File: src/rtl/uart_tx_sched_pkg.sv
// Shared types and constants for the UART transmit scheduler.
package uart_sched_pkg;

  typedef enum logic [1:0] {
    IDLE    = 2'd0,
    HDR     = 2'd1,
    PAYLOAD = 2'd2,
    CSUM    = 2'd3
  } sched_state_t;

  localparam logic [7:0] HDR_BASE_DEF = 8'hA0;

  // Bytes on the wire per packet: header + payload + checksum.
  function automatic int unsigned pkt_len(input int unsigned payload_len);
    return payload_len + 2;
  endfunction

endpackage

File: src/rtl/uart_tx_sched_if.sv
// Requester/UART-FIFO bundle between game-state producers and the TX scheduler.
interface uart_tx_sched_if #(
  parameter int unsigned N_REQ       = 2,
  parameter int unsigned PAYLOAD_LEN = 2
);
  logic [N_REQ-1:0]               req;
  logic [N_REQ*PAYLOAD_LEN*8-1:0] req_data;
  logic [N_REQ-1:0]               gnt;
  logic                           tx_full;
  logic                           wr_uart;
  logic [7:0]                     w_data;
  logic                           busy;

  modport master (output req, req_data, tx_full, input gnt, wr_uart, w_data, busy);
  modport slave  (input req, req_data, tx_full, output gnt, wr_uart, w_data, busy);
endinterface

File: src/rtl/uart_tx_sched_rr_arbiter.sv
// Combinational round-robin pick: first set request at or after ptr, wrapping.
module rr_arbiter #(
  parameter int unsigned N     = 2,
  parameter int unsigned PTR_W = (N > 1) ? $clog2(N) : 1
) (
  input  logic [N-1:0]     req,
  input  logic [PTR_W-1:0] ptr,
  output logic [N-1:0]     win,
  output logic [PTR_W-1:0] win_id
);

  logic [2*N-1:0] dbl;
  logic [N-1:0]   rot;
  logic           found;
  int unsigned    offset;
  int unsigned    sum;

  assign dbl = {req, req};
  assign rot = N'(dbl >> ptr);

  // Rotate so bit 0 is the pointer position, then take the lowest set bit.
  always_comb begin
    found  = 1'b0;
    offset = 0;
    for (int unsigned k = 0; k < N; k++) begin
      if (!found && rot[k]) begin
        found  = 1'b1;
        offset = k;
      end
    end
    sum = 32'(ptr) + offset;
    if (sum >= N) sum = sum - N;
    win_id = PTR_W'(sum);
    win    = found ? (N'(1) << win_id) : '0;
  end

endmodule

File: src/rtl/uart_tx_sched.sv
// Round-robin packetiser: header|id, payload bytes (MSB first), XOR checksum into the UART TX FIFO.
module uart_tx_sched
  import uart_sched_pkg::*;
#(
  parameter int unsigned N_REQ       = 2,
  parameter int unsigned PAYLOAD_LEN = 2,
  parameter logic [7:0]  HDR_BASE    = HDR_BASE_DEF
) (
  input logic           clk,
  input logic           rst,
  uart_tx_sched_if.slave bus
);

  localparam int unsigned PTR_W   = (N_REQ > 1) ? $clog2(N_REQ) : 1;
  localparam int unsigned IDX_W   = $clog2(PAYLOAD_LEN) + 1;
  localparam int unsigned SLICE_W = PAYLOAD_LEN * 8;

  sched_state_t       state, state_d;
  logic [PTR_W-1:0]   ptr, ptr_d;
  logic [N_REQ-1:0]   gnt_d;
  logic [SLICE_W-1:0] shadow, shadow_d;
  logic [7:0]         csum, csum_d;
  logic [7:0]         w_data_d;
  logic [IDX_W-1:0]   idx, idx_d;
  logic [IDX_W-1:0]   sel;
  logic [7:0]         next_byte;
  logic [7:0]         hdr;
  logic               busy_d;
  logic               write;
  logic [N_REQ-1:0]   win;
  logic [PTR_W-1:0]   win_id;

  rr_arbiter #(.N(N_REQ), .PTR_W(PTR_W)) u_arb (
    .req    (bus.req),
    .ptr    (ptr),
    .win    (win),
    .win_id (win_id)
  );

  assign write       = (state != IDLE) && !bus.tx_full;
  assign bus.wr_uart = write;
  assign hdr         = HDR_BASE | 8'(win_id);

  // Byte that w_data must present after the current write.
  always_comb begin
    sel       = (state == HDR) ? '0 : IDX_W'(idx + 1'b1);
    next_byte = '0;
    for (int unsigned k = 0; k < PAYLOAD_LEN; k++) begin
      if (sel == IDX_W'(k)) next_byte = shadow[(PAYLOAD_LEN-1-k)*8 +: 8];
    end
  end

  // Next-state and datapath updates; w_data is preloaded so it stays stable under stall.
  always_comb begin
    state_d  = state;
    ptr_d    = ptr;
    gnt_d    = '0;
    shadow_d = shadow;
    csum_d   = csum;
    idx_d    = idx;
    w_data_d = bus.w_data;
    case (state)
      IDLE: begin
        if (|bus.req) begin
          gnt_d    = win;
          shadow_d = SLICE_W'(bus.req_data >> (32'(win_id) * SLICE_W));
          csum_d   = hdr;
          w_data_d = hdr;
          idx_d    = '0;
          ptr_d    = (win_id == PTR_W'(N_REQ - 1)) ? '0 : PTR_W'(win_id + 1'b1);
          state_d  = HDR;
        end
      end
      HDR: begin
        if (write) begin
          w_data_d = next_byte;
          state_d  = PAYLOAD;
        end
      end
      PAYLOAD: begin
        if (write) begin
          csum_d = csum ^ bus.w_data;
          idx_d  = IDX_W'(idx + 1'b1);
          if (idx == IDX_W'(PAYLOAD_LEN - 1)) begin
            w_data_d = csum ^ bus.w_data;
            state_d  = CSUM;
          end else begin
            w_data_d = next_byte;
          end
        end
      end
      CSUM: begin
        if (write) state_d = IDLE;
      end
      default: state_d = IDLE;
    endcase
    busy_d = (state_d != IDLE);
  end

  always_ff @(posedge clk) begin
    if (!rst) begin
      state      <= IDLE;
      ptr        <= '0;
      shadow     <= '0;
      csum       <= '0;
      idx        <= '0;
      bus.gnt    <= '0;
      bus.w_data <= 8'h00;
      bus.busy   <= 1'b0;
    end else begin
      state      <= state_d;
      ptr        <= ptr_d;
      shadow     <= shadow_d;
      csum       <= csum_d;
      idx        <= idx_d;
      bus.gnt    <= gnt_d;
      bus.w_data <= w_data_d;
      bus.busy   <= busy_d;
    end
  end

endmodule

File: src/flat_wrapper.sv
// flat-port wrapper written by rule: the top's interface ports become plain ports
module uart_tx_sched_flat import uart_sched_pkg::*;
#(
  parameter int unsigned N_REQ       = 2,
  parameter int unsigned PAYLOAD_LEN = 2,
  parameter logic [7:0]  HDR_BASE    = HDR_BASE_DEF
)
  (clk, rst, bus_req, bus_req_data, bus_tx_full, bus_gnt, bus_wr_uart, bus_w_data, bus_busy);
  uart_tx_sched_if #(.N_REQ(N_REQ), .PAYLOAD_LEN(PAYLOAD_LEN)) bus_i ();
  input logic clk;
  input logic rst;
  input wire logic [$bits(bus_i.req)-1:0] bus_req;
  input wire logic [$bits(bus_i.req_data)-1:0] bus_req_data;
  input wire logic [$bits(bus_i.tx_full)-1:0] bus_tx_full;
  output wire logic [$bits(bus_i.gnt)-1:0] bus_gnt;
  output wire logic [$bits(bus_i.wr_uart)-1:0] bus_wr_uart;
  output wire logic [$bits(bus_i.w_data)-1:0] bus_w_data;
  output wire logic [$bits(bus_i.busy)-1:0] bus_busy;
  assign bus_i.req = bus_req;
  assign bus_i.req_data = bus_req_data;
  assign bus_i.tx_full = bus_tx_full;
  assign bus_gnt = bus_i.gnt;
  assign bus_wr_uart = bus_i.wr_uart;
  assign bus_w_data = bus_i.w_data;
  assign bus_busy = bus_i.busy;
  uart_tx_sched #(.N_REQ(N_REQ), .PAYLOAD_LEN(PAYLOAD_LEN), .HDR_BASE(HDR_BASE)) u_core (.clk(clk), .rst(rst), .bus(bus_i));
endmodule
File: config.mk
export PLATFORM = sky130hd
export DESIGN_NAME = uart_tx_sched_flat
export DESIGN_NICKNAME = d
export VERILOG_FILES = /design/src/rtl/uart_tx_sched_pkg.sv /design/src/rtl/uart_tx_sched_if.sv /design/src/rtl/uart_tx_sched_rr_arbiter.sv /design/src/rtl/uart_tx_sched.sv /design/src/flat_wrapper.sv
export SDC_FILE = /design/constraint.sdc
export NUM_CORES = 1
export LEC_CHECK = 0
export BUFFER_PORTS_ARGS = -buffer_cell sky130_fd_sc_hd__clkbuf_2
export CORE_UTILIZATION = 37
export CTS_BUF_LIST = sky130_fd_sc_hd__clkbuf_4
export DETAILED_ROUTE_END_ITERATION = 10
export GPL_TIMING_DRIVEN = 0
export PLACE_DENSITY = 0.57
export SLEW_MARGIN = 20
export SYNTH_ARGS = -nofsm -noshare
export SYNTH_HDL_FRONTEND = slang
export SYNTH_SLANG_ARGS = --single-unit
export TNS_END_PERCENT = 5
File: constraint.sdc
create_clock -name clk -period 3.71 [get_ports clk]
set_input_delay 0.742 -clock clk [delete_from_list [all_inputs] [get_ports clk]]
set_output_delay 0.742 -clock clk [all_outputs]
set_load 0.03 [all_outputs]
After elaboration in Yosys (flattened, before gate mapping). Cells that the tools add are included.

Muxes and demuxes: 24. Shifts and indexed selects: 3. Magnitude comparators: 1. Reductions and logical operators: 15. Equality and inequality tests: 8. Bitwise operators: 1. $add $sub $neg: 4.

Operators by type and width (number): $mux W8 (7); $shr A32 B5 Y16 (1); $pmux W8 S3 (1); $mux W2 (8); $pmux W8 S2 (1); $pmux W2 S4 (1); $reduce_and A4 Y1 (2); $xor A8 B8 Y8 (1); $eq A2 B1 Y1 const B (3); $reduce_bool A2 Y1 (3); $mux W1 (5); $eq A2 B2 Y1 const B (2); $logic_not A2 Y1 (2); $ne A2 B2 Y1 const B (2); $pmux W2 S2 (1); $shr A4 B1 Y2 (1); $reduce_and A3 Y1 (1); $reduce_bool A3 Y1 (1); $add A1 B1 Y2 (1); $add A2 B1 Y2 const B (1); $ge A2 B2 Y1 const B (1); $logic_and A1 B1 Y1 (2); $logic_not A1 Y1 (2); $ne A2 B1 Y1 const B (1); other kinds (5) (5).

Output and inout bits: 12. Word-level logic and storage cells: 64. Register bits: 40. Input port bits: 37.

Longest topological paths before layout.
Depth in word-level cells: 10. Gate-level depth with buffers: 8. Gate-level depth less buffers: 6.

Modules after synthesis. A second synthesis with hierarchy kept.

Cells, all modules: 234. Area total of the unflattened synthesis: 2137.0 um^2.

By module, submodules not included: uart_tx_sched (seq. area each 800.8 um^2, times used 1, area each 2107.0 um^2, cells an instance 229); rr_arbiter (seq. area each 0.0 um^2, times used 1, area each 30.0 um^2, cells an instance 5).

Worst setup path before layout. Ideal clock, no wire load.

Path type: register to output. Start: register u_core.state[0]. End: output port bus_wr_uart. Arrival: 1.242 ns. Required time: 2.968 ns. Setup slack: 1.726 ns. Stages on the path, launching flop included: 5. Buffers on the path: 1. Path through: dfxtp_1 -> inv_1 -> ha_1 -> buf_2 -> nor2_1.

Longest elaborated chain between the ends: 2.

Ends and longest elaborated chain: start: declaration (line uart_tx_sched.sv:18) `sched_state_t state, state_d;`; start signal: assignment (line uart_tx_sched.sv:111) `state <= state_d;`; $reduce_bool A2 Y1 (line uart_tx_sched.sv:40) `assign write = (state != IDLE) && !bus.tx_full;`; $logic_and A1 B1 Y1 (line uart_tx_sched.sv:40); end: declaration (line flat_wrapper.sv:16) `output wire logic [$bits(bus_i.wr_uart)-1:0] bus_wr_uart;`.

No other way between the ends.

Worst setup path after layout. Same ends and word-level chain as after synthesis.

==> summary.txt <==
STA
  – RSZ-0062 raised after global routing: false
  – Fmax achieved: between 400 and 500 MHz
  – Max-slew violations: 0
  – Setup TNS: 0 ps
  – Max_slew headroom: 0.521
  – Tcrit/Tclk final: 0.647
  – Setup ws final: between 1000 and 1500 ps
  – Fin Hold WS: a little under 500 ps
  – Clock Skew: 7.19 ps
  – Slew @ Worst Pin: about 720 ps
  – Crit path time final: around 2400 ps
  – Final Hold Fails: 0
  – Final setup viols: 0

Clock network
  – Clock tree buffer depth: 2
  – Hold_buf cts: 0
  – CTS H-Tree Depth: 2
  – CTS tree: built
  – Number of clock sinks: 40
  – CTS Buf Count: 5
  – Clk Latency, worst-skew pair: roughly 350 ps
  – Setup bufs post-CTS: 0
  – Post-CTS sizing: 0
  – CTS clock-pin slew for the worst setup and hold paths: roughly 120 ps
  – Clock Tree Root: clkbuf_4

Worst setup path
  – Reg2Reg Launch Point: u_core.state[1]
  – R2R setup slack: around 1700 ps
  – Element type at the critical path end: output pin
  – Worst endpoint data arrival time: 1660 ps
  – Worst R2R Path Depth: 7
  – Crit path max fanout: 8
  – R2R Path End: u_core.bus.w_data[2]
  – Startpoint class of the critical path: flip-flop
  – CP required: 2970 ps
  – WS Path Type: reg2out

GRT
  – Initial antenna violation count: 0
  – Overflow after GRT: 0
  – First-pass GRT wire length: roughly 8.5 mm
  – GRT Total Usage: 0.183
  – Vias in the first global route: approximately 1700
  – Pin count of the biggest net entering global routing: 13

Pwr
  – Switch Pwr: 0.805 mW
  – Pint: 1.08 mW
  – Leakage: between 1 and 1.5 nW
  – Pwr Total: between 1.5 and 2 mW
  – Sequential share of power: 0.344
  – Worst VDD drop: ~0.00032 V
  – Gate power share: 0.505
  – Switching Fraction: 0.428
  – Clk pwr share: 0.151
  – Pwr dens: roughly 750 nW/um2

Layout
  – Finished Cell Area: around 2500 um2
  – Seq. cell area: 801 um2
  – Multi-input logic area: 1170 um2
  – Area grow syn2layout: 19.1%
  – Filler cells: around 600
  – Final Non-Filler Cells: between 300 and 400
  – Antenna Cells: 0
  – Fin util: 0.456
  – Layout cells sized above 1: 0.225
  – Nets@finish: around 330

Die
  – Starting Density: 0.383
  – Total Die Area: around 6000 um2
  – # rows: 27
  – Die width: approximately 77 um
  – Die H: just under 80 um
  – I/O pin count: slightly below 50
  – CORE AREA: 5470 um2

Worst hold path
  – Hold path start: u_core.csum[7]
  – Hold Crit Class: reg2reg
  – Hold depth: 2
  – Worst Hold End: u_core.csum[7]

Routing
  – Vias per inst: around 5.4
  – DRC: 0
  – WL/cell: about 14 um
  – WL final: between 5 and 6 mm
  – Vias: roughly 2000
  – DRT iter0 DRCs: 129
  – Post-detailed-route count of antenna-violating nets: 0
  – TritonRoute pass-1 iters: 5

Yosys
  – EDFF count, synth: 0
  – Top_reg_cell synth: dfxtp_1
  – Post-synthesis sequential area ratio: 0.382
  – Synth cell types: 42
  – Most frequent cell after synthesis: dfxtp_1
  – Cells after Synth: roughly 230
  – Syn Nets: approximately 280
  – Mapped cell area: ~2100 um2
  – Post-Synthesis Mean Instance Area: around 9 um2
  – Syn. warnings: 0
  – Post-synthesis register bit count: 40
  – Post-synth top area cell: dfxtp_1
  – Top cells by area, synth: dfxtp_1, mux2i_1, o21ai_0, a21oi_1, or4b_1
  – Post-synth top cells: dfxtp_1, o21ai_0, a21oi_1
  – Area share of the leading cell type in the synthesized netlist: 0.382
  – Fraction of registers with async set/reset: 0

Job
  – Max Cap Viol: 0

Placed design
  – Placer Congestion: 0.828
  – Placed cell count: 353
  – Setup WS pre-CTS: approximately 1700 ps
  – # port buffers: 47
  – Dpl hpwl: 3.78 mm
  – Area after DPL: around 2400 um2

Run status
  – Outcome: finished, final reports clean
## per-layer routing
layer | wire length (um) | track usage
met1 | 2450 | 0.245
met2 | 2350 | 0.288
met3 | 296 | 0.0452
met4 | 57 | 0.0566
met5 | 0 | 0
## layout by cell type (no fill, tap or decap), types with 4 or more instances in the layout
cell	n
nor2_1	4
o21ai_1	6
clkbuf_1	9
o21ai_0	33
or4b_1	8
a32o_1	5
dfxtp_1	40
nand2_1	13
buf_2	5
clkbuf_2	47
clkbuf_4	5
o22ai_1	5
o211ai_1	4
a21oi_1	25
ha_1	6
mux2i_1	17
inv_1	11
o32ai_1	4
## registers in the layout (all words and copies together), names as in the netlist
name and cells:
u_core.bus.busy 1, u_core.bus.gnt 2, u_core.bus.w_data 8, u_core.csum 8, u_core.idx 2, u_core.ptr 1, u_core.shadow 16, u_core.state 2
## cells by family (layout without fill, tap and decap cells)
family                     count (synthesis)  in the layout  synth area share
DFF                                       40             40             0.382
adders and majority gates                  7              7            0.0406
AOI/OAI and AO/OA                         98             98             0.302
muxes                                     17             17            0.0811
and+or+nand+nor                           41             41             0.120
buffers and inverters                     28             83            0.0621
xor gates and xnor gates                   3              3            0.0125
## power groups by stage
stage                     Combinational [mW]  Clock, mW  Sequential (mW)
final                                  0.950      0.284            0.646
after global routing                    1.05      0.315            0.662
after CTS                              0.952      0.290            0.646
after detailed placement               0.947          0            0.656
after global placement                 0.943          0            0.655
after floorplan                        0.657          0            0.689
## worst max-delay path: stages (launching register included)
cell,delay (ps)
dfxtp_1,420
inv_1,80
ha_1,190
buf_2,160
nor2_1,210
clkbuf_2,250
## worst max path at each step
stage / from / end / slack, ps
final: u_core.state[0] / bus_wr_uart / 1310
after global routing: u_core.state[0] / bus_wr_uart / 1160
after CTS: u_core.state[0] / bus_wr_uart / 1300
after detailed placement: bus_tx_full / bus_wr_uart / 1660
after global placement: bus_tx_full / bus_wr_uart / 1650
after floorplan: u_core.state[0] / bus_wr_uart / 1730
## cell type report
class | count | share of cell area
clock buffers | 5 | 0.0150
well taps | 72 | 0.0361
inverters | 11 | 0.0165
repair buffers | 47 | 0.0942
clock inverters | 3 | 0.0150
multi-input cells | 166 | 0.467
flip-flops and latches | 40 | 0.321
plain buffers | 17 | 0.0356
Power figures use the tool's default switching activity.
